<file path="src/rtl/fsm_counter_ctrl_if.sv">
// Command/status bundle for fsm_counter_ctrl: a valid/ready command port plus
// the count and status outputs seen by the consumer.
interface fsm_counter_ctrl_if #(
    parameter int WIDTH   = 2,
    parameter int BURST_W = 8
);
    logic               cmd_valid;
    logic               cmd_ready;
    logic [1:0]         cmd_op;
    logic [BURST_W-1:0] cmd_arg;
    logic               cnt_en;
    logic [WIDTH-1:0]   count;
    logic               busy;
    logic               done;
    logic               wrap;

    modport master (
        output cmd_valid, cmd_op, cmd_arg,
        input  cmd_ready, cnt_en, count, busy, done, wrap
    );

    modport slave (
        input  cmd_valid, cmd_op, cmd_arg,
        output cmd_ready, cnt_en, count, busy, done, wrap
    );
endinterface

</file>
<file path="src/rtl/fsm_counter_ctrl.sv">
// Command-driven sequencer for a modulo-2^WIDTH counter (run, step, N-step burst, stop/clear).
// Optional macro FSM_CTRL_WRAP_EN enables the registered wrap pulse; otherwise wrap is tied to 0.
module fsm_counter_ctrl #(
    parameter int WIDTH   = 2,
    parameter int BURST_W = 8
) (
    input logic               clk,
    input logic               rst,
    fsm_counter_ctrl_if.slave bus
);

    typedef enum logic [1:0] {
        ST_IDLE  = 2'd0,
        ST_RUN   = 2'd1,
        ST_BURST = 2'd2,
        ST_DONE  = 2'd3
    } state_t;

    localparam logic [1:0] OP_STOP  = 2'b00;
    localparam logic [1:0] OP_RUN   = 2'b01;
    localparam logic [1:0] OP_STEP  = 2'b10;
    localparam logic [1:0] OP_BURST = 2'b11;

    state_t             state_q, state_d;
    logic [WIDTH-1:0]   count_q, count_d;
    logic [BURST_W-1:0] remaining_q, remaining_d;
    logic               cnt_en;
    logic               cmd_ready;
    logic               accept;

    always_ff @(posedge clk or posedge rst) begin
        if (rst) begin
            state_q     <= ST_IDLE;
            count_q     <= '0;
            remaining_q <= '0;
        end else begin
            state_q     <= state_d;
            count_q     <= count_d;
            remaining_q <= remaining_d;
        end
    end

    always_comb begin
        state_d     = state_q;
        count_d     = count_q;
        remaining_d = remaining_q;
        cnt_en      = 1'b0;
        cmd_ready   = (state_q == ST_IDLE) || (state_q == ST_RUN);
        accept      = bus.cmd_valid && cmd_ready;

        case (state_q)
            ST_IDLE: begin
                if (accept) begin
                    case (bus.cmd_op)
                        OP_STOP:  count_d = '0;
                        OP_RUN:   state_d = ST_RUN;
                        OP_STEP:  cnt_en  = 1'b1;
                        OP_BURST: begin
                            if (bus.cmd_arg != '0) begin
                                remaining_d = bus.cmd_arg;
                                state_d     = ST_BURST;
                            end else begin
                                state_d = ST_DONE;
                            end
                        end
                        default: state_d = ST_IDLE;
                    endcase
                end
            end
            // Non-STOP commands are consumed while running so the source never stalls.
            ST_RUN: begin
                cnt_en = 1'b1;
                if (accept && (bus.cmd_op == OP_STOP)) begin
                    state_d = ST_IDLE;
                end
            end
            ST_BURST: begin
                cnt_en      = 1'b1;
                remaining_d = remaining_q - BURST_W'(1);
                if (remaining_q == BURST_W'(1)) begin
                    state_d = ST_DONE;
                end
            end
            ST_DONE: state_d = ST_IDLE;
            default: state_d = ST_IDLE;
        endcase

        if (cnt_en) begin
            count_d = count_q + WIDTH'(1);
        end
    end

    assign bus.cmd_ready = cmd_ready;
    assign bus.cnt_en    = cnt_en;
    assign bus.count     = count_q;
    assign bus.busy      = (state_q != ST_IDLE);
    assign bus.done      = (state_q == ST_DONE);

`ifdef FSM_CTRL_WRAP_EN
    logic wrap_q, wrap_d;

    // Only a real increment out of the top value counts; a STOP clear never does.
    always_comb begin
        wrap_d = cnt_en && (count_q == '1);
    end

    always_ff @(posedge clk or posedge rst) begin
        if (rst) begin
            wrap_q <= 1'b0;
        end else begin
            wrap_q <= wrap_d;
        end
    end

    assign bus.wrap = wrap_q;
`else
    assign bus.wrap = 1'b0;
`endif

endmodule

</file>
<file path="src/flat_wrapper.sv">
// flat-port wrapper written by rule: the top's interface ports become plain ports
module fsm_counter_ctrl_flat 
#(
    parameter int WIDTH   = 2,
    parameter int BURST_W = 8
)
  (clk, rst, bus_cmd_valid, bus_cmd_op, bus_cmd_arg, bus_cmd_ready, bus_cnt_en, bus_count, bus_busy, bus_done, bus_wrap);
  fsm_counter_ctrl_if #(.WIDTH(WIDTH), .BURST_W(BURST_W)) bus_i ();
  input logic clk;
  input logic rst;
  input wire logic [$bits(bus_i.cmd_valid)-1:0] bus_cmd_valid;
  input wire logic [$bits(bus_i.cmd_op)-1:0] bus_cmd_op;
  input wire logic [$bits(bus_i.cmd_arg)-1:0] bus_cmd_arg;
  output wire logic [$bits(bus_i.cmd_ready)-1:0] bus_cmd_ready;
  output wire logic [$bits(bus_i.cnt_en)-1:0] bus_cnt_en;
  output wire logic [$bits(bus_i.count)-1:0] bus_count;
  output wire logic [$bits(bus_i.busy)-1:0] bus_busy;
  output wire logic [$bits(bus_i.done)-1:0] bus_done;
  output wire logic [$bits(bus_i.wrap)-1:0] bus_wrap;
  assign bus_i.cmd_valid = bus_cmd_valid;
  assign bus_i.cmd_op = bus_cmd_op;
  assign bus_i.cmd_arg = bus_cmd_arg;
  assign bus_cmd_ready = bus_i.cmd_ready;
  assign bus_cnt_en = bus_i.cnt_en;
  assign bus_count = bus_i.count;
  assign bus_busy = bus_i.busy;
  assign bus_done = bus_i.done;
  assign bus_wrap = bus_i.wrap;
  fsm_counter_ctrl #(.WIDTH(WIDTH), .BURST_W(BURST_W)) u_core (.clk(clk), .rst(rst), .bus(bus_i));
endmodule
</file>
<file path="config.mk">
export PLATFORM = sky130hd
export DESIGN_NAME = fsm_counter_ctrl_flat
export DESIGN_NICKNAME = d
export VERILOG_FILES = /design/src/rtl/fsm_counter_ctrl_if.sv /design/src/rtl/fsm_counter_ctrl.sv /design/src/flat_wrapper.sv
export SDC_FILE = /design/constraint.sdc
export NUM_CORES = 1
export LEC_CHECK = 0
export BUFFER_PORTS_ARGS = -buffer_cell sky130_fd_sc_hd__buf_2
export CORE_ASPECT_RATIO = 0.9
export CORE_MARGIN = 10
export CORE_UTILIZATION = 45
export CTS_CLUSTER_DIAMETER = 200
export DETAILED_ROUTE_END_ITERATION = 16
export PLACE_DENSITY = 0.79
export RECOVER_POWER = 50
export SYNTH_ARGS = -nofsm -noshare
export SYNTH_HDL_FRONTEND = slang
export SYNTH_SLANG_ARGS = --single-unit
</file>
<file path="constraint.sdc">
create_clock -name clk -period 1.8 [get_ports clk]
set_input_delay 0.36 -clock clk [delete_from_list [all_inputs] [get_ports clk]]
set_output_delay 0.36 -clock clk [all_outputs]
set_load 0.05 [all_outputs]
</file>
==> flow_metrics.py, run 1 <==
metrics = {
    "run_status": {
        "outcome": "finished, final reports clean",
    },
    "detailed_routing": {
        "vias": 980,
        "routedWlPerCell_microns": 16.2,
        "dr.pass1.iters": 4,
        "drtAntennaViolNets": 0,
        "via_per_inst": 6.01,
        "drt-initial-drc-count": 45,
        "finalWirelength_mm": 2.65,
        "drc": 0,
    },
    "finish": {
        "nNetsFinal": 158,
        "drive_gt1_frac": 0.391,
        "area_growth_pct": 32.7,
        "fin_util": 0.637,
        "antenna_cells": 0,
    },
    "global_route": {
        "first_global_vias": 981,
        "grt_start_max_net_pins": 13,
        "gr-max-usage-layer": "met2",
        "grt_pass1_wl_mm": 4.34,
        "grt_overflow_total": 0,
        "grtUsageMet1": 0.150,
        "met2_usage": 0.198,
        "track_usage": 0.126,
        "use_met3": 0.0389,
        "antenna_found_initial": 0,
    },
    "floorplanning": {
        "start_util": 0.480,
        "io_pins": 20,
        "core_area_sq_um": 1950,
        "dieArea_sq_um": 4310,
        "num_rows": 15,
        "die_y_microns": 63.3,
        "die_x_microns": 68.1,
    },
    "sta": {
        "rsz0062_at_grt": "true",
        "slew_viol_final": 0,
        "period_needed_ns": 1.78,
        "tightest_slew_ns": 0.599,
        "worst_slack_ns": 0.0155,
        "finalCritPeriodShare": 0.991,
        "skew_ns": 0.00611,
        "hold_viol": 0,
        "setup_viol": 0,
        "slew_headroom": 0.603,
        "fmax_mhz": 560,
    },
    "placed_design": {
        "dp_worst_setup_slack_ns": 0.0514,
        "gp_congestion": 0.930,
        "io_buffers": 18,
        "hpwl_mm": 2.00,
    },
    "yosys": {
        "syn_area_per_cell_sq_um": 8.76,
        "synth_commonest_cells": "dfrtp_1 (12), inv_1 (12), ha_1 (6), nor2_1 (6)",
        "synth.distinct_cells": 45,
        "synth_edf_count": 0,
        "yosysTopAreaCellShare": 0.320,
        "ys_ff_latch": 12,
        "synth_warnings": 0,
        "syn_inst": 107,
        "syn-cell-area_sq_um": 937,
        "syn-num-nets": 126,
        "synth_ff_type": "dfrtp_1",
        "yosysSeqAreaShare": 0.320,
        "yosys-top-cells-area": "dfrtp_1 (32%), ha_1 (8.0%), inv_1 (4.8%), o2111ai_1 (2.8%), a21oi_1 (2.7%)",
        "synthArstFlopShare": 1.00,
        "yosys.area.top_type": "dfrtp_1",
    },
    "worst_setup_path": {
        "worstPathMaxFanout": 3,
        "crit_buf_inv": 3,
        "cp.arrival_ns": 1.42,
        "cp_data_required_time_ns": 1.44,
        "end_kind": "primary output",
        "cpLargestDelayFamily": "flip-flops",
        "crit_type": "reg -> out",
        "crit_chain": "inv_2 > buf_4 > ha_4 > or2_4 > buf_8",
        "cpMaxStageDelayCell": "dfrtp_1",
        "cpPeakStageDelay_ns": 0.37,
        "start_kind": "flip-flop",
    },
    "clock_network": {
        "cts-root-buf": "clkbuf_4",
        "cts_tree": "yes",
        "clockBufferDepth": 2,
        "cts.sinks": 12,
        "clk_latency_ns": 0.28,
        "htreeDepth": 1,
        "clk_pin_slew_ns": 0.08,
        "cts_buffers": 3,
    },
    "pwr": {
        "power.static_leakage_nw": 0.549,
        "ir_drop_v": 0.00140,
        "p_per_area_nw_per_um2": 2040,
    },
    "flow_run": {
        "max_cap_viol_count": 0,
    },
    "min_path": {
        "hp-class": "in -> async",
    },
}
-- logic make-up after synthesis --
family                     share of synthesized area
buffers and inverters                         0.0694
and+or+nand+nor                                0.239
DFF                                            0.320
other                                        0.00400
muxes                                         0.0240
adders and majority gates                     0.0801
AOI/OAI and AO/OA                              0.263
-- worst reg2reg max path, cell delays in order, from the launching register on --
cell,delay (ns)
dfrtp_1,0.39
inv_2,0.09
ha_4,0.14
buf_6,0.12
clkinvlp_4,0.13
nand2_1,0.20
nand2_2,0.12
a311o_1,0.37
-- state kept, by name (all words and copies together) (netlist names) --
| signal | cells |
|---|---|
| u_core.bus.count | 2 |
| u_core.remaining_q | 8 |
| u_core.state_q | 2 |
-- power breakdown --
| group | switching (mW) | internal [mW] | total, mW |
|---|---|---|---|
| Sequential | 0.138 | 0.410 | 0.548 |
| Combinational | 1.00 | 0.769 | 1.77 |
| Clock | 0.0935 | 0.123 | 0.217 |
| Total | 1.23 | 1.30 | 2.53 |
-- worst paths after layout --
kind                                       startpoint                    end  slack (ns)  depth (start not counted)
worst max-delay path                u_core.state_q[1]          bus_cmd_ready        0.02                          5
worst min-delay path                              rst      u_core.state_q[1]        0.08                          2
worst max register to register      u_core.state_q[0]  u_core.remaining_q[0]        0.13                          7
worst min register to register  u_core.remaining_q[6]  u_core.remaining_q[6]        0.55                          2
max in group asynchronous                         rst  u_core.remaining_q[6]        1.40                          2
min in group clk                       bus_cmd_arg[0]  u_core.remaining_q[0]        0.37                          2
-- cell usage in the layout, fill, tap and decap left out, drive strengths merged, types with 3 or more instances in the layout --
| cell | Yosys | routed |
|---|---|---|
| dfrtp | 12 | 12 |
| inv | 12 | 11 |
| a21oi | 5 | 5 |
| nand2 | 6 | 6 |
| nor3 | 5 | 5 |
| or3 | 3 | 3 |
| o22ai | 3 | 3 |
| clkbuf | 2 | 5 |
| nor2 | 6 | 6 |
| o21ai | 4 | 4 |
| o2111ai | 3 | 3 |
| buf | 2 | 30 |
| ha | 6 | 6 |
| nor4 | 3 | 3 |
| nand3 | 5 | 5 |
-- routing by layer --
| layer | wire (microns) | up-vias |
|---|---|---|
| met1 | 1110 | 453 |
| met2 | 1290 | 45 |
| li1 | - | 467 |
| met3 | 148 | 15 |
| met4 | 105 | 0 |
| met5 | 0 | - |
-- what timing repair did --
action	CTS	global route
buffers inserted	3	1
setup endpoints to repair	3	3
pin swaps	1	2
gates resized for setup	14	1
hold buffers	0	0
-- layout make-up --
cell class	count	area (sq um)
timing repair buffer	31	206
tap	25	31.3
multi-input combinational	79	621
clock buffer	4	36.3
sequential	12	300
inverter	12	48.8
fill	174	708
-- per-stage QoR --
step / TNS (ns) / hold WS, ns / total power, mW / cells / instance area [sq um]
2_1_floorplan: -0.0398 / 0.225 / 1.60 / 107 / 943
3_3_place_gp: 0 / 0.400 / 1.95 / 155 / 1110
3_5_place_dp: 0 / 0.398 / 2.01 / 155 / 1110
4_1_cts: 0 / 0.0952 / 2.48 / 162 / 1230
5_1_grt: -0.0784 / 0.111 / 2.73 / 163 / 1240
6_report: 0 / 0.0786 / 2.53 / 163 / 1240
(Power assumes the default switching activity.)
==> run 2: changes to the inputs <==
ABC_AREA = 1   (was not set)
CORE_ASPECT_RATIO = 1.25   (was 0.9)
PLACE_DENSITY = 0.78   (was 0.79)
==> run 2 against run 1 <==
Against the previous run:
- routed wire length decreased by 6.6%
- fmax increased by 2.5%
- clock power increased by 3%
- global-route usage decreased by 0.22 points
- critical path depth increased by 2
- area after synthesis increased by 5.6%
- die area increased by 4.1%
- via count increased by 7.9%
- largest power group unchanged
- highest routed layer unchanged
==> flow_metrics.py, run 2 <==
metrics = {
    "run_status": {
        "outcome": "finished, final reports clean",
    },
    "floorplanning": {
        "dieArea_sq_um": 4490,
        "core_area_sq_um": 2030,
        "die_x_microns": 61.9,
        "num_rows": 18,
        "io_pins": 20,
        "start_util": 0.488,
        "die_y_microns": 72.4,
    },
    "sta": {
        "period_needed_ns": 1.74,
        "slew_headroom": 0.600,
        "skew_ns": 0.00164,
        "slew_viol_final": 0,
        "hold_viol": 0,
        "finalSetupTns_ns": 0,
        "fmax_mhz": 575,
        "rsz0062_at_grt": "true",
        "finalCritPeriodShare": 0.967,
        "setup_viol": 0,
        "tightest_slew_ns": 0.602,
    },
    "flow_run": {
        "max_cap_viol_count": 0,
    },
    "pwr": {
        "p_per_area_nw_per_um2": 2050,
        "p_total_mw": 2.45,
        "ir_drop_v": 0.000805,
        "power.static_leakage_nw": 0.663,
    },
    "placed_design": {
        "io_buffers": 18,
        "placed_cells": 197,
        "gp_congestion": 0.895,
        "hpwl_mm": 1.90,
        "place_area_sq_um": 1100,
    },
    "yosys": {
        "synth.mux.area_fraction": 0,
        "synth-xor-area-share": 0,
        "yosysSeqAreaShare": 0.303,
        "synth_top_family_by_area": "simple AND/OR/NAND/NOR gates",
        "synth_warnings": 0,
        "synth_most_common_cell": "nand2_1",
        "ys_ff_latch": 12,
        "synthSimpleGateAreaFrac": 0.397,
        "synth_edf_count": 0,
        "yosys-top-cells-area": "dfrtp_1 (30%), nand2_1 (20%), inv_1 (9.5%), ha_1 (7.6%), nor2_1 (7.6%)",
        "synth_ff_type": "dfrtp_1",
        "synth_fa_ha_area_frac": 0.0759,
        "synth_compound_area_frac": 0.101,
        "yosys.area.top_type": "dfrtp_1",
        "syn_area_per_cell_sq_um": 6.19,
        "syn-cell-area_sq_um": 990,
        "synth_commonest_cells": "nand2_1 (53), inv_1 (25), nor2_1 (20)",
        "yosysTopAreaCellShare": 0.303,
        "synthArstFlopShare": 1.00,
        "syn-num-nets": 179,
        "syn_inst": 160,
        "synth.distinct_cells": 20,
    },
    "clock_network": {
        "clockBufferDepth": 2,
        "htreeDepth": 1,
        "cts.sinks": 12,
        "cts_buffers": 3,
        "ctsHoldBuffers": 0,
        "cts-root-buf": "clkbuf_4",
        "clk_pin_slew_ns": 0.08,
        "cts_tree": "yes",
        "clk_latency_ns": 0.28,
    },
    "global_route": {
        "first_global_vias": 1062,
        "grt_pass1_wl_mm": 4.42,
        "grt_overflow_total": 0,
        "antenna_found_initial": 0,
        "grt_start_max_net_pins": 13,
        "track_usage": 0.124,
    },
    "detailed_routing": {
        "via_per_inst": 5.16,
        "drc": 0,
        "routedWlPerCell_microns": 12.1,
        "finalWirelength_mm": 2.47,
        "drt-initial-drc-count": 23,
        "vias": 1057,
        "drtAntennaViolNets": 0,
        "dr.pass1.iters": 4,
    },
    "finish": {
        "top_register": "u_core.remaining_q",
        "drive_gt1_frac": 0.205,
        "largest_reg_flops": 8,
        "instances_no_fill": 205,
        "final_cell_mix": "nand2_1 (51), inv_1 (22), nor2_1 (20)",
        "area_growth_pct": 20.6,
        "fin_area_sq_um": 1190,
        "antenna_cells": 0,
        "layout_commonest_cell": "nand2_1",
        "nNetsFinal": 205,
    },
    "worst_setup_path": {
        "end_kind": "primary output",
        "cp.arrival_ns": 1.38,
        "start_kind": "flip-flop",
        "worstPathMaxFanout": 5,
        "crit_type": "reg -> out",
        "cp_data_required_time_ns": 1.44,
    },
    "min_path": {
        "hp-class": "in -> async",
    },
}
## run 2: cell types whose count changed after synthesis, moves of 3 or more
| cell | previous run | this run |
|---|---|---|
| inv_1 | 12 | 25 |
| nand2_1 | 5 | 53 |
| nand3_1 | 5 | 13 |
| nand4_1 | 0 | 3 |
| nor2_1 | 6 | 20 |
| nor3_1 | 5 | 1 |
| o2111ai_1 | 3 | 0 |
| o21ai_0 | 4 | 12 |
| o22ai_1 | 3 | 0 |
## run 2: worst paths after layout
| path | startpoint | end | slack (ns) | depth (start not counted) |
|---|---|---|---|---|
| max reg2reg | u_core.state_q[0] | u_core.remaining_q[5] | 0.22 | 10 |
| min | rst | u_core.remaining_q[2] | 0.08 | 2 |
| min in group clk | bus_cmd_arg[4] | u_core.remaining_q[4] | 0.38 | 5 |
| max | u_core.state_q[0] | bus_cnt_en | 0.06 | 7 |
| min reg2reg | u_core.remaining_q[7] | u_core.remaining_q[7] | 0.54 | 2 |
| max in group asynchronous | rst | u_core.remaining_q[3] | 1.40 | 2 |
## run 2: layer usage
layer	vias to the layer above	global-route usage	wire [microns]
met4	0	0.0373	30
met5	-	0	0
met3	5	0.0209	126
met2	29	0.229	1350
li1	544	-	-
met1	479	0.136	965
## run 2: cells by family after synthesis
family,Yosys count
AO/OA/AOI/OAI,18
adder cells (fa/ha/maj),6
buffers and inverters,29
flip-flops,12
other,1
AND/OR/NAND/NOR,94
## run 2: stage by stage
stage | hold slack [ns] | worst slack [ns] | utilization
global placement | 0.390 | 0.170 | 0.544
global route | 0.107 | -0.0375 | 0.589
floorplan | 0.225 | 0.0807 | -
detailed placement | 0.400 | 0.119 | 0.544
finish | 0.0764 | 0.0594 | 0.589
CTS | 0.0987 | 0.0107 | 0.578
## run 2: layout make-up
| class | count | area, sq um |
|---|---|---|
| fillers | 192 | 833 |
| repair buffers | 24 | 145 |
| inverters | 26 | 97.6 |
| well taps | 20 | 25.0 |
| clock buffers | 4 | 36.3 |
| flip-flops and latches | 12 | 300 |
| multi-input cells | 119 | 589 |
## run 2: repair_timing
| action | in CTS | in global routing |
|---|---|---|
| resized for setup | 5 | 6 |
| setup buffers | 2 | 2 |
| pin swaps | 0 | 3 |
| endpoints found under the setup margin | 3 | 2 |
## run 2: where the power goes
part,internal [mW],leakage [nW],total [mW],switching (mW)
logic,0.583,0.494,1.70,1.11
clock network,0.123,0.0210,0.224,0.101
registers,0.409,0.149,0.529,0.120
total,1.12,0.663,2.45,1.33
## run 2: critical path: stages (launching register included)
cell	delay, ns
dfrtp_1	0.42
inv_2	0.09
ha_4	0.15
nand4_1	0.08
nand2_1	0.09
nand2_2	0.05
inv_2	0.07
buf_8	0.14
==> run 3: changes to the inputs <==
CORE_ASPECT_RATIO = not set   (was 1.25)
CTS_CLUSTER_DIAMETER = 60   (was 200)
==> run 3 against run 2 <==
Against the previous run:
- worst setup slack worse by 0.029 ns
- register-to-register slack hardly changed
- count of clock-buffer cells in the layout stayed put
==> flow_metrics.py, run 3 (same netlist as run 2, synthesis figures left out) <==
metrics = {
    "worst_setup_path": {
        "end_kind": "primary output",
        "start_kind": "flip-flop",
        "cp.arrival_ns": 1.41,
        "r2r-end": "u_core.remaining_q[5]",
        "cpMaxStageDelayCell": "dfrtp_1",
        "ff2ff_setup_slack_ns": 0.23,
        "reg2regPathDepth": 10,
        "reg2reg_from": "u_core.state_q[0]",
        "cpLargestDelayFamily": "flip-flops",
        "crit_buf_inv": 3,
        "cp_data_required_time_ns": 1.44,
        "cpPeakStageDelay_ns": 0.41,
        "critPathLaunch": "u_core.state_q[1]",
        "crit_chain": "inv_2 > ha_4 > nand4_1 > nand2_1 > nand2_1 > inv_2 > buf_8",
        "crit_type": "reg -> out",
        "worstPathMaxFanout": 5,
    },
    "placed_design": {
        "place_area_sq_um": 1110,
        "io_buffers": 18,
        "dp_worst_setup_slack_ns": 0.0945,
        "hpwl_mm": 1.98,
        "gp_congestion": 0.894,
    },
    "clock_network": {
        "clk_latency_ns": 0.29,
        "ctsHoldBuffers": 0,
        "cts_tree": "yes",
        "cts_buffers": 3,
        "cts.sinks": 12,
        "cts-root-buf": "clkbuf_4",
        "clockBufferDepth": 2,
        "clk_pin_slew_ns": 0.09,
        "htreeDepth": 1,
    },
    "floorplanning": {
        "die_y_microns": 66.9,
        "core_area_sq_um": 2020,
        "num_rows": 16,
        "dieArea_sq_um": 4470,
        "io_pins": 20,
        "start_util": 0.489,
        "die_x_microns": 66.9,
    },
    "pwr": {
        "share_comb_of_total_power": 0.690,
        "ir_drop_v": 0.00108,
        "netSwitchingFraction": 0.549,
        "p_switching_mw": 1.36,
        "power.static_leakage_nw": 0.663,
        "p_per_area_nw_per_um2": 2070,
        "p_clk_frac": 0.094,
        "p_int_mw": 1.12,
        "seq_power_share": 0.216,
    },
    "sta": {
        "slew_headroom": 0.589,
        "worst_slack_ns": 0.0307,
        "fmax_mhz": 565,
        "period_needed_ns": 1.77,
        "setup_viol": 0,
        "skew_ns": 0.00961,
        "hold_slack_ns": 0.0729,
        "finalCritPeriodShare": 0.983,
        "hold_viol": 0,
        "finalSetupTns_ns": 0,
        "slew_viol_final": 0,
        "rsz0062_at_grt": "true",
        "tightest_slew_ns": 0.619,
    },
    "global_route": {
        "grt_start_max_net_pins": 13,
        "first_global_vias": 983,
        "antenna_found_initial": 0,
        "grt_pass1_wl_mm": 4.34,
        "track_usage": 0.124,
        "grt_overflow_total": 0,
    },
    "detailed_routing": {
        "drc": 0,
        "dr.pass1.iters": 4,
        "finalWirelength_mm": 2.58,
        "drt-initial-drc-count": 49,
        "via_per_inst": 5.00,
        "drtAntennaViolNets": 0,
        "routedWlPerCell_microns": 12.1,
        "vias": 1060,
    },
    "finish": {
        "layout_commonest_cell": "nand2_1",
        "fillers": 211,
        "multi_input_area_sq_um": 587,
        "largest_reg_flops": 8,
        "final_cell_mix": "nand2_1 (52), inv_1 (22), nor2_1 (20)",
        "antenna_cells": 0,
        "register_area_sq_um": 300,
        "top_register": "u_core.remaining_q",
        "drive_gt1_frac": 0.200,
        "area_growth_pct": 21.2,
        "fin_util": 0.593,
        "nNetsFinal": 205,
        "fin_area_sq_um": 1200,
    },
    "flow_run": {
        "max_cap_viol_count": 0,
    },
    "run_status": {
        "outcome": "finished, final reports clean",
    },
    "min_path": {
        "hp-class": "in -> async",
    },
}
-- run 3: cell types whose count changed in the layout (fill, tap and decap cells not counted) --
cell / delta
nand2_2: -1
nand2_1: +1
-- run 3: worst register-to-register path, stage by stage, from the launching register on --
cell and delay, ns:
dfrtp_1 0.41, inv_2 0.09, buf_4 0.11, ha_1 0.17, inv_1 0.07, nand2_2 0.08, o211ai_2 0.11, nor2_4 0.24
nand2_1 0.08, nand2_1 0.07, nand2_1 0.05
-- run 3: what timing repair did --
action                                  in CTS  in global routing
endpoints found under the setup margin       3                  2
gates resized for setup                      6                  4
endpoints found under the hold margin        0                  0
buffers inserted                             2                  2
pin swaps                                    0                  2
-- run 3: power groups by stage --
stage	clock network (mW)	logic (mW)	registers, mW
2_1_floorplan	0	1.12	0.586
3_3_place_gp	0	1.46	0.526
3_5_place_dp	0	1.52	0.538
4_1_cts	0.234	1.63	0.531
5_1_grt	0.249	1.91	0.558
6_report	0.234	1.71	0.535
-- run 3: through the flow --
stage          std cells  power (mW)
2_1_floorplan        160        1.71
3_3_place_gp         204        1.98
3_5_place_dp         204        2.06
4_1_cts              210        2.39
5_1_grt              212        2.71
6_report             212        2.48
-- run 3: routing by layer --
| layer | wire (microns) | vias up | global-route usage |
|---|---|---|---|
| li1 | - | 544 | - |
| met1 | 1150 | 480 | 0.145 |
| met2 | 1180 | 31 | 0.197 |
| met3 | 172 | 5 | 0.0284 |
| met4 | 68 | 0 | 0.0846 |
| met5 | 0 | - | 0 |
-- run 3: worst max-delay path by stage --
stage	end	slack [ns]	cells past startpoint
finish	bus_cnt_en	0.03	7
global route	bus_cnt_en	-0.06	7
CTS	bus_cnt_en	0.0004	7
detailed placement	bus_cnt_en	0.09	7
global placement	bus_cnt_en	0.17	7
floorplan	u_core.state_q[0]	0.08	10
-- run 3: cell type report --
class                      instances  share of cell area
timing repair buffer              24               0.121
inverter                          26              0.0813
sequential                        12               0.250
multi-input combinational        119               0.489
tap                               27              0.0282
clock buffer                       4              0.0302
